===== src/rtl/vga_sync_decoder.sv =====
// Receive-side VGA timing decoder: recovers DrawX/DrawY from active-low HS/VS,
// checks line/frame timing against the nominal frame and reports lock/errors.
module vga_sync_decoder #(
  parameter int unsigned H_ACTIVE    = 640,
  parameter int unsigned H_FP        = 16,
  parameter int unsigned H_TOTAL     = 800,
  parameter int unsigned V_ACTIVE    = 480,
  parameter int unsigned V_FP        = 10,
  parameter int unsigned V_TOTAL     = 525,
  parameter int unsigned LOCK_FRAMES = 2,
  parameter int unsigned LOS_PIXELS  = 1600
) (
  input  logic       Clk,
  input  logic       Reset_n,
  input  logic       pix_ce,
  input  logic       hs,
  input  logic       vs,
  output logic [9:0] DrawX,
  output logic [9:0] DrawY,
  output logic       active,
  output logic       frame_start,
  output logic       locked,
  output logic       sync_err
);

  localparam int unsigned CW = 10;
  localparam int unsigned GW = $clog2(LOCK_FRAMES + 1);
  localparam int unsigned LW = $clog2(LOS_PIXELS + 1);

  localparam logic [CW-1:0] H_LAST    = CW'(H_TOTAL - 1);
  localparam logic [CW-1:0] V_LAST    = CW'(V_TOTAL - 1);
  localparam logic [CW-1:0] HS_X      = CW'(H_ACTIVE + H_FP);
  localparam logic [CW-1:0] VS_Y      = CW'(V_ACTIVE + V_FP);
  localparam logic [CW-1:0] H_ACT     = CW'(H_ACTIVE);
  localparam logic [CW-1:0] V_ACT     = CW'(V_ACTIVE);
  localparam logic [GW-1:0] GOOD_LOCK = GW'(LOCK_FRAMES);
  localparam logic [LW-1:0] LOS_LIMIT = LW'(LOS_PIXELS);

  typedef enum logic [1:0] {
    S_SEARCH = 2'd0,
    S_TRACK  = 2'd1,
    S_LOCKED = 2'd2
  } state_e;

  state_e        state_q, state_d;
  logic [GW-1:0] good_q, good_d;
  logic [LW-1:0] los_q, los_d;
  logic          hs_q, hs_d;
  logic          vs_q, vs_d;
  logic [CW-1:0] x_q, x_d;
  logic [CW-1:0] y_q, y_d;
  logic          active_q, active_d;
  logic          fs_q, fs_d;
  logic          locked_q, locked_d;
  logic          err_q, err_d;

  logic          hs_fall, vs_fall;
  logic [CW-1:0] hpred, vpred;
  logic          checking, line_err, frame_err, los_fire;
  logic [GW-1:0] good_inc;
  logic [LW-1:0] los_inc;

  // State and output registers
  always_ff @(posedge Clk or negedge Reset_n) begin
    if (!Reset_n) begin
      state_q  <= S_SEARCH;
      good_q   <= '0;
      los_q    <= '0;
      hs_q     <= 1'b1;
      vs_q     <= 1'b1;
      x_q      <= '0;
      y_q      <= '0;
      active_q <= 1'b0;
      fs_q     <= 1'b0;
      locked_q <= 1'b0;
      err_q    <= 1'b0;
    end else begin
      state_q  <= state_d;
      good_q   <= good_d;
      los_q    <= los_d;
      hs_q     <= hs_d;
      vs_q     <= vs_d;
      x_q      <= x_d;
      y_q      <= y_d;
      active_q <= active_d;
      fs_q     <= fs_d;
      locked_q <= locked_d;
      err_q    <= err_d;
    end
  end

  // Coordinate prediction, timing checks and lock state machine
  always_comb begin
    state_d  = state_q;
    good_d   = good_q;
    los_d    = los_q;
    hs_d     = hs_q;
    vs_d     = vs_q;
    x_d      = x_q;
    y_d      = y_q;
    active_d = active_q;
    fs_d     = 1'b0;
    locked_d = locked_q;
    err_d    = 1'b0;

    hs_fall = hs_q & ~hs;
    vs_fall = vs_q & ~vs;

    hpred = (x_q == H_LAST) ? '0 : x_q + CW'(1);
    vpred = y_q;
    if (hpred == '0) begin
      vpred = (y_q == V_LAST) ? '0 : y_q + CW'(1);
    end

    checking  = (state_q != S_SEARCH);
    line_err  = checking & hs_fall & (hpred != HS_X);
    frame_err = checking & vs_fall & (vpred != VS_Y);
    los_inc   = los_q + LW'(1);
    los_fire  = ~hs_fall & (los_inc == LOS_LIMIT);
    good_inc  = good_q + GW'(1);

    if (pix_ce) begin
      hs_d  = hs;
      vs_d  = vs;
      x_d   = hs_fall ? HS_X : hpred;
      y_d   = vs_fall ? VS_Y : vpred;
      los_d = (hs_fall | los_fire) ? '0 : los_inc;

      case (state_q)
        S_SEARCH: begin
          if (vs_fall) begin
            state_d = S_TRACK;
            good_d  = '0;
          end
        end
        S_TRACK: begin
          if (line_err | frame_err) begin
            good_d = '0;
          end else if (vs_fall) begin
            good_d = good_inc;
            if (good_inc == GOOD_LOCK) begin
              state_d = S_LOCKED;
            end
          end
        end
        S_LOCKED: begin
          if (line_err | frame_err) begin
            state_d = S_SEARCH;
          end
        end
        default: state_d = S_SEARCH;
      endcase

      // Loss of signal overrides everything else
      if (los_fire) begin
        state_d = S_SEARCH;
        good_d  = '0;
      end

      locked_d = (state_d == S_LOCKED);
      active_d = locked_d & (x_d < H_ACT) & (y_d < V_ACT);
      fs_d     = locked_d & (x_d == '0) & (y_d == '0);
      err_d    = line_err | frame_err | los_fire;
    end
  end

  assign DrawX       = x_q;
  assign DrawY       = y_q;
  assign active      = active_q;
  assign frame_start = fs_q;
  assign locked      = locked_q;
  assign sync_err    = err_q;

endmodule


===== config.mk =====
export PLATFORM = sky130hd
export DESIGN_NAME = vga_sync_decoder
export DESIGN_NICKNAME = d
export VERILOG_FILES = /design/src/rtl/vga_sync_decoder.sv
export SDC_FILE = /design/constraint.sdc
export NUM_CORES = 1
export LEC_CHECK = 0
export ABC_CLOCK_PERIOD_IN_PS = 3000
export CORE_MARGIN = 2
export CORE_UTILIZATION = 59
export CTS_BUF_LIST = sky130_fd_sc_hd__clkbuf_4
export CTS_CLUSTER_SIZE = 20
export DETAILED_ROUTE_END_ITERATION = 10
export GPL_TIMING_DRIVEN = 0
export PLACE_DENSITY_LB_ADDON = 0.1
export SETUP_SLACK_MARGIN = 0.1
export SLEW_MARGIN = 40
export SYNTH_ARGS = -nofsm -noshare
export SYNTH_HDL_FRONTEND = slang
export SYNTH_SLANG_ARGS = --single-unit

===== constraint.sdc =====
create_clock -name Clk -period 3 [get_ports Clk]
set_input_delay 0.6 -clock Clk [delete_from_list [all_inputs] [get_ports Clk]]
set_output_delay 0.6 -clock Clk [all_outputs]
set_load 0.01 [all_outputs]

After elaboration in Yosys (flattened, before gate mapping)
Index checks and enable logic that the tools add are counted.
{"block": "classes", "add_sub_neg": 4, "reduce_logical": 7, "n_lt_le_gt_ge": 2, "muxes": 21, "eq_ne": 11, "n_bitwise": 17}
{"operator": "$mux W10", "count": 5}
{"operator": "$logic_not A10 Y1", "count": 3}
{"operator": "$mux W2", "count": 11}
{"operator": "$add A10 B1 Y10 const B", "count": 2}
{"operator": "$eq A10 B10 Y1 const B", "count": 2}
{"operator": "$add A11 B1 Y11 const B", "count": 1}
{"operator": "$and A1 B1 Y1", "count": 11}
{"operator": "$eq A11 B11 Y1 const B", "count": 1}
{"operator": "$mux W11", "count": 1}
{"operator": "$lt A10 B10 Y1 const B", "count": 1}
{"operator": "$lt A10 B9 Y1 const B", "count": 1}
{"operator": "$ne A10 B10 Y1 const B", "count": 1}
{"operator": "$ne A10 B9 Y1 const B", "count": 1}
{"operator": "$eq A2 B2 Y1 const B", "count": 3}
{"operator": "$pmux W2 S3", "count": 1}
{"operator": "$ne A4 B4 Y1 const B", "count": 1}
{"operator": "$pmux W2 S2", "count": 1}
{"operator": "$reduce_and A4 Y1", "count": 1}
{"operator": "$ne A3 B3 Y1 const B", "count": 1}
{"operator": "$not A1 Y1", "count": 3}
{"operator": "$or A1 B1 Y1", "count": 3}
{"operator": "$reduce_bool A3 Y1", "count": 1}
{"operator": "$add A2 B1 Y2 const B", "count": 1}
{"operator": "$eq A2 B1 Y1 const B", "count": 1}
{"operator": "other kinds (3)", "count": 4}
{"block": "word_totals", "output_inout_bits": 24, "elab_cells": 73, "ff_bits": 41, "in_bits": 5}

Logic depth before layout (Yosys ltp)
Gate-level depths: netlist (run 1).
{"block": "logic_depth", "depth_word": 15, "ltp_mapped": 11, "ltp_nobuf": 9}

Worst setup path after synthesis (run 1)
Ideal clock, no wire load.
{"block": "synth_timing", "path_kind": "reg2reg", "start": "reg x_q[0] (netlist: DrawX[0])", "end": "reg err_q (netlist: sync_err)", "stages_incl_launch_ff": 11, "required_time_ps": 2881, "synth_period_minus_slack_ps": 2738, "arrival_time_ps": 2619, "slack_ps": 262, "path_buffers": 1, "setup_time_ps": 119, "path_cell_list": "dfrtp_1 -> ha_1 -> buf_2 -> nand4_2 -> o41a_1 -> o221ai_2 -> nand4b_4 -> o31a_1 -> a211oi_2 -> a31oi_2 -> o21a_1"}
{"block": "synth_between", "elab_chain_len": 9, "word_cells_on_any_way": 12, "cone_classes": "add/sub: 1; eq/ne: 3; mux: 3; bitwise: 4; reduce/logical: 1"}
{"element": "start: declaration", "line_no": "50", "rtl": "logic [CW-1:0] x_q, x_d;"}
{"element": "start signal: assignment", "line_no": "71", "rtl": "x_q <= '0;"}
{"element": "start signal: assignment", "line_no": "83", "rtl": "x_q <= x_d;"}
{"element": "$add A10 B1 Y10 or $eq A10 B10 Y1 (tied branches)", "line_no": "109", "rtl": "hpred = (x_q == H_LAST) ? '0 : x_q + CW'(1);"}
{"element": "$mux W10 *", "line_no": "109"}
{"element": "$logic_not A10 Y1", "line_no": "111", "rtl": "if (hpred == '0) begin"}
{"element": "$mux W10", "line_no": "111"}
{"element": "$ne A10 B9 Y1", "line_no": "117", "rtl": "frame_err = checking & vs_fall & (vpred != VS_Y);"}
{"element": "$and A1 B1 Y1", "line_no": "117"}
{"element": "$or A1 B1 Y1 * (2 in series)", "line_no": "163", "rtl": "err_d = line_err | frame_err | los_fire;"}
{"element": "$mux W1 *", "line_no": "122", "rtl": "if (pix_ce) begin"}
{"element": "via err_d", "line_no": "55", "rtl": "logic err_q, err_d;"}
{"element": "end signal: assignment", "line_no": "88", "rtl": "err_q <= err_d;"}
{"element": "end: declaration", "line_no": "55"}
The timed path passes the listed nets; every way through them passes the cells marked *.
A chain may end at the register's enable or synchronous reset.

Worst setup path after layout (run 1)
{"block": "layout_timing", "start": "reg x_q[1] (netlist: DrawX[1])", "end": "reg err_q (netlist: sync_err)"}
The elaborated chain is that of the path after synthesis.

==> results.md, run 1 <==
* P per Cell Area at 468 mW/mm^2
* Post-Syn Area at 0.00290 mm^2
* Post-Synthesis Cells at 340
* CP Launch Type: flip-flop
* Width of the die at 74.1 um
* CP Buf/Inv Count at 2
* Syn avg cell area at 8.52 um^2
* Post-Route WL at 7740 um
* CP max stage delay at 0.44 ns
* Total gr overflow at 0
* Maximum fanout along the worst path at 7
* I/O Pins at 29
* EDFF count, synth at 0
* #FFs+latches synth at 41
* Tot GR Track Use at between 20 and 30%
* Fraction of layout cells with a size suffix above 1 at 15.9%
* Internal power at between 1 and 1.5 mW
* # H-tree levels at 2
* Clk_lat worst skew at 0.38 ns
* Initial antenna violation count at 0
* Reg power frac at 41.3%
* Top cell type by total area after synthesis: dfrtp_1
* Antenna Cells at 0
* Worst VDD drop at 399 uV
* Unrepaired setup endpoints after global routing: no
* Critical-path cell list: ha_4 -> buf_6 -> nand4_4 -> o41a_1 -> o221ai_4 -> and4b_1 -> buf_6 -> nand3_1 -> a22oi_2 -> a31oi_4 -> o21a_1
* Clk slew on worst S/H paths at ~0.15 ns
* Core area at 0.00472 mm^2
* FILL cells at 356
* CTS Buf Count at 5
* Count of buffers from port buffering at 28
* Worst Setup End Kind: flip-flop
* Dominant synthesized flop cell: dfrtp_1
* Initial Util at 61.3%
* Final hold vios at 0
* GP Congestion at between 0.9 and 1
* Fin. max-slew vios at 0
* Die ar. at 0.00548 mm^2
* Fmax achieved at 353 MHz
* Setup_tns at 0 ns
* Global-route wire length before repair at 12100 um
* Vias post-DR at 2993
* Multi-input logic area at approximately 0.0019 mm^2
* Net Sw Frac at 36.1%
* Storage cell area at a little over 0.001 mm^2
* Warnings from Yosys at 0
* Cell variety after synth at 70
* DR pass1 iterations at 5
* Clk buf depth at 2
* TritonCTS clock tree: built
* Worst Max-Slew Pin Slew at 0.657 ns
* Endpoints failing setup at 0
* Worst slack, placed at 0.00551 ns
* Top cell family by delay on the critical path: compound AO/OA/AOI/OAI gates
* Routed wire per std cell at 17.2 um
* Minimum clock period at 2.84 ns
* Synth top area share at 33.7%
* CP required at 3.27 ns
* Net switching power at 0.599 mW
* Slowest-stage cell, CP: o41a_1
* Number of global-route vias before repair at 2542
* Critical path class: reg2reg
* CP arrival at just over 3 ns
* Comb power frac at 35.8%
* Share of flip-flops with an asynchronous set or reset at 100%
* Drt via density at 6.64
* Leakage at 1.41 nW
* Sequential share of the synthesized area at 35.5%
* ANT nets after route at 0
* Nets at between 300 and 400
* Min-delay worst type: in2async
* Detail Placement HPWL at 5010 um
* TritonCTS Sinks at 41
* Root buf cell: clkbuf_4
* DRC Markers at 0
* CP most frequent cell: buf_6
* Post-synth net total at between 300 and 400
* Area contributors post-synth: dfrtp_1 34%, o21ai_0 4.8%, nand2_1 4.7%
* Clk pwr share at 22.9%
* Die height at 74.1 um
* MaxCap Viol Count at 0
* Synth-to-Final Area Change at 22.6%
* Hold buffer count at CTS at 0
* Clk_skew at 0.0218 ns
* Largest net degree at the start of global routing at between 40 and 50
* Site Rows at 25
* Initial DRC count at 384
* Relative slew slack at around 56%
* Final period util at 94.5%
* Final worst setup slack at 0.164 ns
* Outcome: finished clean
worst register-to-register path, delay by kind of cell (launching register included):
family / cells / cell delay (ns)
compound gates: 5 / 1.42
fa+ha+maj: 1 / 0.13
buf+inv: 2 / 0.25
flops: 1 / 0.42
simple gates: 3 / 0.51
kinds of logic after synthesis:
family / count (synthesis) / share of synthesized area [%]
AND/OR/NAND/NOR: 133 / 26.1
buffers and inverters: 34 / 4.84
flip-flops: 41 / 35.5
multiplexers: 6 / 2.16
XOR/XNOR: 10 / 3.03
AO/OA/AOI/OAI: 110 / 25.8
adder cells (fa/ha/maj): 6 / 2.59
placed cells by master, fill, tap and decap left out, drive strengths merged, types with 5 or more instances in the layout:
master and instances:
a31oi 9, nor2 13, nand4 6, o2bb2ai 9
nor3 13, nand3 19, o31ai 9, dfrtp 39
clkdlybuf4s50 27, buf 16, nand2b 5, nor4 6
nand2 37, inv 12, o21ai 31, ha 6
and3 6, a21oi 20, clkbuf 18, xor2 7
cells in the mapped netlist, types with 6 or more instances:
cell type and count:
a21oi_1 20, a31oi_1 8, and3_1 6, clkbuf_1 14, dfrtp_1 39, ha_1 6
inv_1 12, nand2_1 36, nand3_1 18, nor2_1 13, nor3_1 12, o21ai_0 28
o2bb2ai_1 9, o31ai_1 9, xor2_1 7
power by group through the flow:
stage | clock network, mW | logic, mW | registers [mW]
6_report | 0.380 | 0.596 | 0.687
5_1_grt | 0.401 | 0.664 | 0.698
4_1_cts | 0.381 | 0.526 | 0.686
3_5_place_dp | 0 | 0.507 | 0.698
3_3_place_gp | 0 | 0.496 | 0.693
2_1_floorplan | 0 | 0.317 | 0.707
sequential cells by signal (all words and copies together) (netlist names):
| signal | count |
|---|---|
| los_q | 11 |
| active | 1 |
| DrawX | 10 |
| state_q | 2 |
| vs_q | 1 |
| hs_q | 1 |
| locked | 1 |
| DrawY | 10 |
| frame_start | 1 |
| sync_err | 1 |
| good_q | 2 |
area by class of cell:
cell class / count / share of cell area [%]
Buffer: 20 / 2.78
Inverter: 13 / 1.37
Tap cell: 67 / 2.36
Clock buffer: 5 / 1.06
Timing Repair Buffer: 36 / 9.51
Clock inverter: 3 / 1.16
Sequential cell: 41 / 29.1
Multi-Input combinational cell: 266 / 52.6
path summary, 6_finish.rpt:
path / start / end / slack (ns) / cells after the start
max reg2reg: DrawX[1] / sync_err / 0.16 / 11
max in group asynchronous: Reset_n / los_q[1] / 2.41 / 1
min: Reset_n / frame_start / 0.17 / 1
min in group Clk: locked / locked / 0.51 / 1
max: DrawX[1] / sync_err / 0.16 / 11
min reg2reg: locked / locked / 0.51 / 1
repair_timing:
action                                 in CTS  in global routing
endpoints found under the hold margin       0                  0
setup endpoints to repair                   8                 19
buffers inserted                            2                  6
cloned                                      0                  1
gates resized for setup                     5                 26
pin swaps                                   4                 17
layer usage:
layer	GRT usage [%]	share of wire [%]	wire, um	vias to the layer above
li1	-	-	-	1379
met1	39.1	44	3380	1440
met2	44.8	47	3610	146
met3	5.15	6.9	536	28
met4	10.1	2.8	217	0
met5	0	0	0	-
stage by stage:
step | total power [mW] | cells | hold slack [ns] | instance area (um^2) | util, %
floorplan | 1.02 | 340 | 0.304 | 2900 | -
global placement | 1.19 | 435 | 0.477 | 3260 | 69.0
detailed placement | 1.21 | 435 | 0.473 | 3260 | 69.0
CTS | 1.59 | 445 | 0.194 | 3380 | 71.6
global route | 1.76 | 451 | 0.222 | 3550 | 75.2
finish | 1.66 | 451 | 0.165 | 3550 | 75.2
(Power assumes the default switching activity.)
==> run 2: changes to the inputs <==
--- a/config.mk
+++ b/config.mk
@@ -12,6 +12,7 @@
 export CTS_CLUSTER_SIZE = 20
 export DETAILED_ROUTE_END_ITERATION = 10
 export GPL_TIMING_DRIVEN = 0
+export MAX_ROUTING_LAYER = met4
 export PLACE_DENSITY_LB_ADDON = 0.1
 export SETUP_SLACK_MARGIN = 0.1
 export SLEW_MARGIN = 40
==> results.md, run 2 (same netlist as run 1, synthesis figures left out) <==
* Outcome: finished clean
* Largest net degree at the start of global routing at 42
* # H-tree levels at 2
* Minimum hold slack at 0.165 ns
* Reg power frac at 41.2%
* Final hold vios at 0
* Site Rows at 25
* Unrepaired setup endpoints after global routing: no
* Relative slew slack at 55.5%
* Fmax achieved at about 350 MHz
* Clk_skew at around 0.027 ns
* Synth-to-Final Area Change at 22.6%
* Register-to-register setup slack at 0.16 ns
* Comb power frac at a little over a third
* Count of buffers from port buffering at 28
* Routed wire per std cell at ~17 um
* CP arrival at 3.11 ns
* Global-route wire length before repair at 12100 um
* Die height at between 70 and 80 um
* Detail Placement HPWL at roughly 5000 um
* TritonCTS Sinks at 41
* Fraction of layout cells with a size suffix above 1 at 15.7%
* Final period util at 94.8%
* Max reg flops at 11
* Most frequent cells in the layout: 36 x nand2_1, 35 x dfrtp_1, 28 x o21ai_0
* Leakage at 1.41 nW
* Initial antenna violation count at 0
* Critical path class: reg2reg
* Tot GR Track Use at 29.2%
* DR pass1 iterations at 5
* Worst VDD drop at 400 uV
* MaxCap Viol Count at 0
* Initial DRC count at approximately 390
* Crit Reg-Reg Endpoint: sync_err
* Die ar. at 0.00548 mm^2
* Worst Setup End Kind: flip-flop
* Post-Route WL at slightly below 8000 um
* Largest Register: los_q
* ANT nets after route at 0
* DRC Markers at 0
* CTS Buf Count at 5
* Commonest non-fill, non-tap cell in the layout: nand2_1
* Antenna Cells at 0
* CP Launch Type: flip-flop
* Net Sw Frac at a little over a third
* P per Cell Area at 469 mW/mm^2
* Width of the die at about 74 um
* Internal power at 1.06 mW
* Min-delay worst type: in2async
* R2r worst-path depth at 10
* Setup_tns at 0 ns
* Endpoints failing setup at 0
* Number of global-route vias before repair at 2547
* Core area at 0.00472 mm^2
* Net switching power at 0.604 mW
* Worst Max-Slew Pin Slew at about 0.66 ns
* CP required at 3.26 ns
* Nets at 393
* Clk pwr share at a little under a quarter
* Clk slew on worst S/H paths at 0.16 ns
* Maximum fanout along the worst path at 7
* Minimum clock period at 2.84 ns
* Initial Util at 61.3%
* R2R Path Start: DrawX[1]
* Vias post-DR at 2935
* I/O Pins at 29
* Clk buf depth at 2
* Drt via density at 6.52
* TritonCTS clock tree: built
* Root buf cell: clkbuf_4
* Fin. max-slew vios at 0
* Clk_lat worst skew at 0.39 ns
* GP Congestion at 0.949
* Total gr overflow at 0
[run 2: final cells by class]
class | count | area (um^2)
Multi-Input combinational cell | 266 | 1880
Timing Repair Buffer | 35 | 330
Fill cell | 354 | 1170
Inverter | 13 | 48.8
Sequential cell | 41 | 1030
Buffer | 20 | 98.8
Clock inverter | 3 | 41.3
Tap cell | 67 | 83.8
Clock buffer | 5 | 37.5
[run 2: how the worst max path moves through the flow]
| stage | startpoint | end | slack [ns] |
|---|---|---|---|
| 3_5_place_dp | DrawX[0] | sync_err | 0.006 |
| 3_3_place_gp | DrawX[0] | sync_err | 0.05 |
| 6_report | DrawX[1] | sync_err | 0.16 |
| 4_1_cts | DrawX[1] | good_q[1] | 0.10 |
| 5_1_grt | DrawX[1] | state_q[1] | 0.07 |
| 2_1_floorplan | DrawX[0] | sync_err | 0.26 |
[run 2: routing by layer]
| metal | vias up | wire, um | global-route usage, % |
|---|---|---|---|
| met5 | - | 0 | - |
| met4 | 0 | 140 | 10.1 |
| met3 | 18 | 457 | 4.74 |
| met2 | 126 | 3690 | 44.8 |
| met1 | 1418 | 3410 | 39.3 |
| li1 | 1373 | - | - |
[run 2: repair_timing]
item,in CTS,in global routing
pin swaps,4,17
gates resized for setup,5,27
setup endpoints to repair,8,19
hold buffers,0,0
buffers inserted,2,5
gates cloned,0,1
[run 2: worst max-delay path: stages, from the launching register on]
cell	delay (ns)
dfrtp_2	0.42
ha_4	0.13
buf_6	0.12
nand4_4	0.12
o41a_1	0.44
o221ai_4	0.32
nand4b_4	0.19
o31a_1	0.36
a211oi_4	0.25
a31oi_4	0.18
o21a_1	0.21
[run 2: power by group through the flow]
stage          Sequential, mW  Clock, mW  Combinational (mW)
2_1_floorplan           0.707          0               0.317
3_3_place_gp            0.693          0               0.496
3_5_place_dp            0.698          0               0.507
4_1_cts                 0.686      0.381               0.526
5_1_grt                 0.697      0.400               0.665
6_report                0.686      0.382               0.598
[run 2: metrics by stage]
step | instances | setup slack (ns) | util (%) | total power [mW] | area (um^2)
3_3_place_gp | 435 | 0.0489 | 69.0 | 1.19 | 3260
3_5_place_dp | 435 | 0.00551 | 69.0 | 1.21 | 3260
2_1_floorplan | 340 | 0.262 | - | 1.02 | 2900
5_1_grt | 450 | 0.0729 | 75.2 | 1.76 | 3550
6_report | 450 | 0.155 | 75.2 | 1.67 | 3550
4_1_cts | 445 | 0.101 | 71.6 | 1.59 | 3380
